<file path="config.mk">
export PLATFORM = sky130hd
export DESIGN_NAME = debounce_bank
export DESIGN_NICKNAME = d
export VERILOG_FILES = /design/src/rtl/lite_io_pkg.sv /design/src/rtl/debounce_channel.sv /design/src/rtl/debounce_bank.sv
export SDC_FILE = /design/constraint.sdc
export NUM_CORES = 1
export LEC_CHECK = 0
export ABC_CLOCK_PERIOD_IN_PS = 1950
export BUFFER_PORTS_ARGS = -buffer_cell sky130_fd_sc_hd__buf_2
export CAP_MARGIN = 0
export CORE_MARGIN = 3
export CORE_UTILIZATION = 40
export CTS_BUF_LIST = sky130_fd_sc_hd__clkbuf_8
export CTS_CLUSTER_SIZE = 10
export DETAILED_ROUTE_END_ITERATION = 10
export PLACE_DENSITY = 0.59
export SLEW_MARGIN = 20
export SYNTH_ARGS = -nofsm -noshare
export SYNTH_HDL_FRONTEND = slang
export SYNTH_SLANG_ARGS = --single-unit
</file>
<file path="constraint.sdc">
create_clock -name clk -period 1.95 [get_ports clk]
set_input_delay 0 -clock clk [delete_from_list [all_inputs] [get_ports clk]]
set_output_delay 0 -clock clk [all_outputs]
set_load 0.02 [all_outputs]
</file>
<file path="src/rtl/lite_io_pkg.sv">
// Shared constants for the lightweight I/O front end.
// Default debounce filter length and sample rate.
package lite_io_pkg;
    localparam int DEBOUNCE_DELAY    = 8;
    localparam int DEBOUNCE_PRESCALE = 2;
endpackage

</file>
<file path="src/rtl/debounce_channel.sv">
// One debounce channel: 2-FF synchroniser, disagreement counter,
// debounced level and registered rise/fall pulses.
module debounce_channel
    import lite_io_pkg::*;
#(
    parameter int   DELAY      = DEBOUNCE_DELAY,
    parameter logic INIT_LEVEL = 1'b0
) (
    input  logic clk,
    input  logic rst_n,
    input  logic i_data,
    input  logic i_tick,
    output logic o_level,
    output logic o_rise,
    output logic o_fall
);
    localparam int            CW   = $clog2(DELAY + 1);
    localparam logic [CW-1:0] LAST = CW'(DELAY - 1);

    logic [1:0]    r_sync;
    logic [CW-1:0] r_cnt;
    logic [CW-1:0] w_cnt_nxt;
    logic          r_level;
    logic          w_level_nxt;
    logic          r_rise;
    logic          w_rise_nxt;
    logic          r_fall;
    logic          w_fall_nxt;

    // Two-stage synchroniser; r_sync[1] is the sampled input
    always_ff @(posedge clk or negedge rst_n) begin
        if (!rst_n) begin
            r_sync <= {2{INIT_LEVEL}};
        end else begin
            r_sync <= {r_sync[0], i_data};
        end
    end

    // Filter decision: any agreeing sample discards the partial count
    always_comb begin
        w_cnt_nxt   = r_cnt;
        w_level_nxt = r_level;
        w_rise_nxt  = 1'b0;
        w_fall_nxt  = 1'b0;
        if (i_tick) begin
            if (r_sync[1] == r_level) begin
                w_cnt_nxt = {CW{1'b0}};
            end else if (r_cnt == LAST) begin
                w_cnt_nxt   = {CW{1'b0}};
                w_level_nxt = r_sync[1];
                w_rise_nxt  = r_sync[1];
                w_fall_nxt  = ~r_sync[1];
            end else begin
                w_cnt_nxt = r_cnt + CW'(1);
            end
        end else begin
            w_cnt_nxt = r_cnt;
        end
    end

    // Counter, level and pulse registers
    always_ff @(posedge clk or negedge rst_n) begin
        if (!rst_n) begin
            r_cnt   <= {CW{1'b0}};
            r_level <= INIT_LEVEL;
            r_rise  <= 1'b0;
            r_fall  <= 1'b0;
        end else begin
            r_cnt   <= w_cnt_nxt;
            r_level <= w_level_nxt;
            r_rise  <= w_rise_nxt;
            r_fall  <= w_fall_nxt;
        end
    end

    assign o_level = r_level;
    assign o_rise  = r_rise;
    assign o_fall  = r_fall;
endmodule

</file>
<file path="src/rtl/debounce_bank.sv">
// Multi-channel debouncer: shared sample-tick prescaler driving
// CHANNELS independent debounce_channel instances.
module debounce_bank
    import lite_io_pkg::*;
#(
    parameter int   CHANNELS   = 4,
    parameter int   DELAY      = DEBOUNCE_DELAY,
    parameter int   PRESCALE   = DEBOUNCE_PRESCALE,
    parameter logic INIT_LEVEL = 1'b0
) (
    input  logic                clk,
    input  logic                rst_n,
    input  logic [CHANNELS-1:0] data,
    output logic [CHANNELS-1:0] level,
    output logic [CHANNELS-1:0] rise,
    output logic [CHANNELS-1:0] fall,
    output logic                tick
);
    localparam int            PW     = (PRESCALE > 1) ? $clog2(PRESCALE) : 1;
    localparam logic [PW-1:0] P_LAST = PW'(PRESCALE - 1);

    logic [PW-1:0] r_pcnt;
    logic [PW-1:0] w_pcnt_nxt;
    logic          r_tick;

    // Prescaler wrap at PRESCALE-1
    always_comb begin
        w_pcnt_nxt = r_pcnt;
        if (r_pcnt == P_LAST) begin
            w_pcnt_nxt = {PW{1'b0}};
        end else begin
            w_pcnt_nxt = r_pcnt + PW'(1);
        end
    end

    // Tick is registered so it is high exactly while the counter sits at PRESCALE-1
    always_ff @(posedge clk or negedge rst_n) begin
        if (!rst_n) begin
            r_pcnt <= {PW{1'b0}};
            r_tick <= 1'b0;
        end else begin
            r_pcnt <= w_pcnt_nxt;
            r_tick <= (w_pcnt_nxt == P_LAST);
        end
    end

    for (genvar g = 0; g < CHANNELS; g++) begin : g_ch
        debounce_channel #(
            .DELAY      (DELAY),
            .INIT_LEVEL (INIT_LEVEL)
        ) u_ch (
            .clk     (clk),
            .rst_n   (rst_n),
            .i_data  (data[g]),
            .i_tick  (r_tick),
            .o_level (level[g]),
            .o_rise  (rise[g]),
            .o_fall  (fall[g])
        );
    end

    assign tick = r_tick;
endmodule
</file>
==> flow_metrics.env <==
export IMPL_min_delay_path_class="input pin to asynchronous set/reset pin"
export IMPL_die_y_um=69.2
export IMPL_finalHoldViolCount=0
export IMPL_drv_max_cap_violation_count=0
export IMPL_detail_route_iter0_violations=31
export IMPL_cts_setup_buffers=0
export IMPL_synth_async_reset_ratio_pct=100
export IMPL_syn_area_sq_um=1600
export IMPL_drtPass1Iterations=2
export IMPL_tritoncts_clock_tree="done"
export IMPL_worst_path_max_delay_cell="sky130_fd_sc_hd__dfrtp_1"
export IMPL_cp_cell_sequence="ha_1 > and3b_1 > nand2_1 > mux2_2"
export IMPL_total_power_mw=1.93
export IMPL_yosys_warnings=0
export IMPL_core_sq_um=3740
export IMPL_cp_slowest_stage_delay_ns=0.40
export IMPL_final_setup_viol_count=0
export IMPL_status="finished, final reports clean"
export IMPL_pwr_density_cell_nw_per_um2=1060
export IMPL_synthTopCellsByArea="sky130_fd_sc_hd__dfrtp_1 58%, sky130_fd_sc_hd__buf_4 6.1%, sky130_fd_sc_hd__nor3b_1 3.8%"
export IMPL_number_of_placement_rows=22
export IMPL_finalCriticalPeriod_ns=1.43
export IMPL_number_of_global_route_vias_before_repair=1090
export IMPL_cts_root_to_sink_buffers=2
export IMPL_critPathKind="flop to flop"
export IMPL_worstSetupStartpoint="g_ch[3].u_ch.r_cnt[0]"
export IMPL_postSynthCellCount=132
export IMPL_ports=19
export IMPL_route_detailed_wl_per_inst_um=12.7
export IMPL_post_route_period_util_pct=73.4
export IMPL_insertion_delay_ns=0.28
export IMPL_routabilityCongestion=0.728
export IMPL_grt_antenna_before_repair=0
export IMPL_buffer_ports_inserted=18
export IMPL_fp_dieArea_sq_um=4790
export IMPL_ant_nets=0
export IMPL_synth_sequential_area_ratio_pct=57.9
export IMPL_syn_to_final_growth_pct=13.8
export IMPL_worstSetupStartpointType="flop"
export IMPL_rsz0062_at_grt="no"
export IMPL_fmaxAchievable_mhz=699
export IMPL_via_count=993
export IMPL_max_slew_worst_pin_slew_ns=0.796
export IMPL_synth_distinct_cells=28
export IMPL_mappedNetlistNets=142
export IMPL_ys_ff_latch=37
export IMPL_setup_skew_after_layout_ns=0.00340
export IMPL_worstPathArrival_ns=1.60
export IMPL_initial_utilization_pct=42.7
export IMPL_cts_root_buf="sky130_fd_sc_hd__clkbuf_8"
export IMPL_grt_start_max_net_pins=38
export IMPL_track_usage_pct=12.4
export IMPL_place_inst=184
export IMPL_h_tree_lvl_count=2
export IMPL_synth_top_area_cell="sky130_fd_sc_hd__dfrtp_1"
export IMPL_grt_pass1_wl_um=4730
export IMPL_synth_top_cell_area_share_pct=57.9
export IMPL_leakage_nw=0.895
export IMPL_nets=158
export IMPL_post_cts_resize_count=0
export IMPL_fp_dieW_um=69.2
export IMPL_synth_enable_flop_cells=0
export IMPL_number_of_cts_inserted_buffers=5
export IMPL_cts_sinks=37
export IMPL_max_slew_margin_rel_pct=46.9
export IMPL_syn_avg_cell_area_sq_um=12.1
export IMPL_cp_data_required_time_ns=2.12
export IMPL_detail_placement_hpwl_um=1700
export IMPL_kind_of_end_point_of_the_critical_path="flop"
export IMPL_timing_setup_tns_ns=0
export IMPL_crit_reg2reg_launch="g_ch[3].u_ch.r_cnt[0]"
export IMPL_finalNonFillerCells=197
export IMPL_worstPathMaxFanout=4
export IMPL_viasPerCell=5.04
export IMPL_overflow=0
export IMPL_drc=0
export IMPL_vdd_drop_max_uv=520
export IMPL_slew_viol_final=0
export IMPL_wl_um=2510
export IMPL_drive_gt1_share_pct=22.8
export IMPL_worst_setup_hold_path_clk_slew_ns=0.07
export IMPL_ys_flop_type="sky130_fd_sc_hd__dfrtp_1"
export IMPL_final_core_utilization_pct=48.6
export IMPL_antennaDiodeCount=0
==> routing by layer <==
layer,GRT usage (%),up-vias,wire [um]
met3,5.07,6,115
met1,13.8,490,1070
met2,21.0,15,1280
li1,-,482,-
met5,0,-,0
met4,5.21,0,48
==> worst max-delay path: cells and delay by family (launching register included) <==
kind / cells / cell delay (ns)
DFF: 1 / 0.40
muxes: 1 / 0.34
and+or+nand+nor: 2 / 0.33
adders and majority gates: 1 / 0.24
==> cells by family (layout without fill, tap and decap cells) <==
logic type | count (synthesis) | after routing | synth area share, %
and+or+nand+nor | 42 | 42 | 14.9
AOI/OAI and AO/OA | 24 | 24 | 11.4
adders and majority gates | 4 | 4 | 3.13
xor gates and xnor gates | 4 | 4 | 2.66
DFF | 37 | 37 | 57.9
muxes | 4 | 4 | 2.82
buffers and inverters | 17 | 34 | 7.20
==> per-stage QoR <==
stage / cell area, sq um / hold WS (ns) / setup WS [ns]
after floorplan: 1600 / -0.296 / 0.612
after global placement: 1650 / 0.108 / 0.564
after detailed placement: 1650 / 0.109 / 0.532
after CTS: 1820 / 0.338 / 0.517
after global routing: 1820 / 0.327 / 0.450
final: 1820 / 0.339 / 0.519
==> cell usage in the layout, fill, tap and decap left out, types with 3 or more instances in the layout <==
cell | netlist | routed
sky130_fd_sc_hd__ha_1 | 4 | 4
sky130_fd_sc_hd__o21ai_0 | 7 | 7
sky130_fd_sc_hd__and3_1 | 3 | 3
sky130_fd_sc_hd__dfrtp_1 | 37 | 37
sky130_fd_sc_hd__a31oi_1 | 3 | 3
sky130_fd_sc_hd__xnor2_1 | 3 | 3
sky130_fd_sc_hd__nor2_1 | 6 | 6
sky130_fd_sc_hd__dlygate4sd3_1 | 0 | 5
sky130_fd_sc_hd__nor3b_1 | 8 | 8
sky130_fd_sc_hd__nand2_1 | 12 | 12
sky130_fd_sc_hd__mux2_2 | 4 | 4
sky130_fd_sc_hd__and3b_1 | 4 | 4
sky130_fd_sc_hd__o2bb2ai_1 | 5 | 5
sky130_fd_sc_hd__clkbuf_8 | 0 | 6
sky130_fd_sc_hd__buf_2 | 2 | 18
==> report_power, final <==
| group | internal [mW] | total, mW | switching [mW] | leakage (nW) |
|---|---|---|---|---|
| sequential | 0.861 | 0.954 | 0.0935 | 0.482 |
| combinational | 0.142 | 0.300 | 0.158 | 0.356 |
| clock | 0.416 | 0.675 | 0.259 | 0.0574 |
==> registers in the layout (all words and copies together) (netlist names) <==
register	flops
g_ch.u_ch.o_level	4
g_ch.u_ch.o_fall	4
g_ch.u_ch.o_rise	4
g_ch.u_ch.r_sync	8
g_ch.u_ch.r_cnt	16
tick	1
==> Yosys cell counts, drive strengths merged, types with 2 or more instances <==
cell / count
mux2: 4
o31ai: 2
dfrtp: 37
ha: 4
buf: 15
nand2b: 2
and3: 3
xnor2: 3
a22o: 2
a31oi: 3
o21ai: 7
nand2: 12
nand3: 2
o2bb2ai: 5
inv: 2
a32o: 2
nor2: 6
a21o: 2
nor3b: 8
nor2b: 2
and3b: 4
==> layout make-up <==
| type | instances | area [sq um] |
|---|---|---|
| Timing Repair Buffer | 24 | 148 |
| Multi-Input combinational cell | 78 | 557 |
| Fill cell | 353 | 1930 |
| Clock inverter | 2 | 37.5 |
| Tap cell | 48 | 60.1 |
| Inverter | 2 | 7.51 |
| Sequential cell | 37 | 926 |
| Clock buffer | 6 | 82.6 |
==> final timing paths <==
path | end | slack, ns | cells past startpoint
worst max-delay path | g_ch[3].u_ch.o_level | 0.52 | 4
worst min-delay path | g_ch[2].u_ch.r_cnt[2] | 0.34 | 2
worst max register to register | g_ch[3].u_ch.o_level | 0.52 | 4
worst min register to register | g_ch[3].u_ch.r_sync[1] | 0.35 | 0
max in group asynchronous | g_ch[3].u_ch.r_cnt[0] | 1.11 | 2
min in group clk | g_ch[3].u_ch.r_sync[1] | 0.35 | 0
==> timing repair <==
item,4_1_cts,5_1_grt
endpoints found under the setup margin,0,0
hold buffers,5,0
endpoints found under the hold margin,41,0
Note: power is estimated with default switching activity, not from simulation.
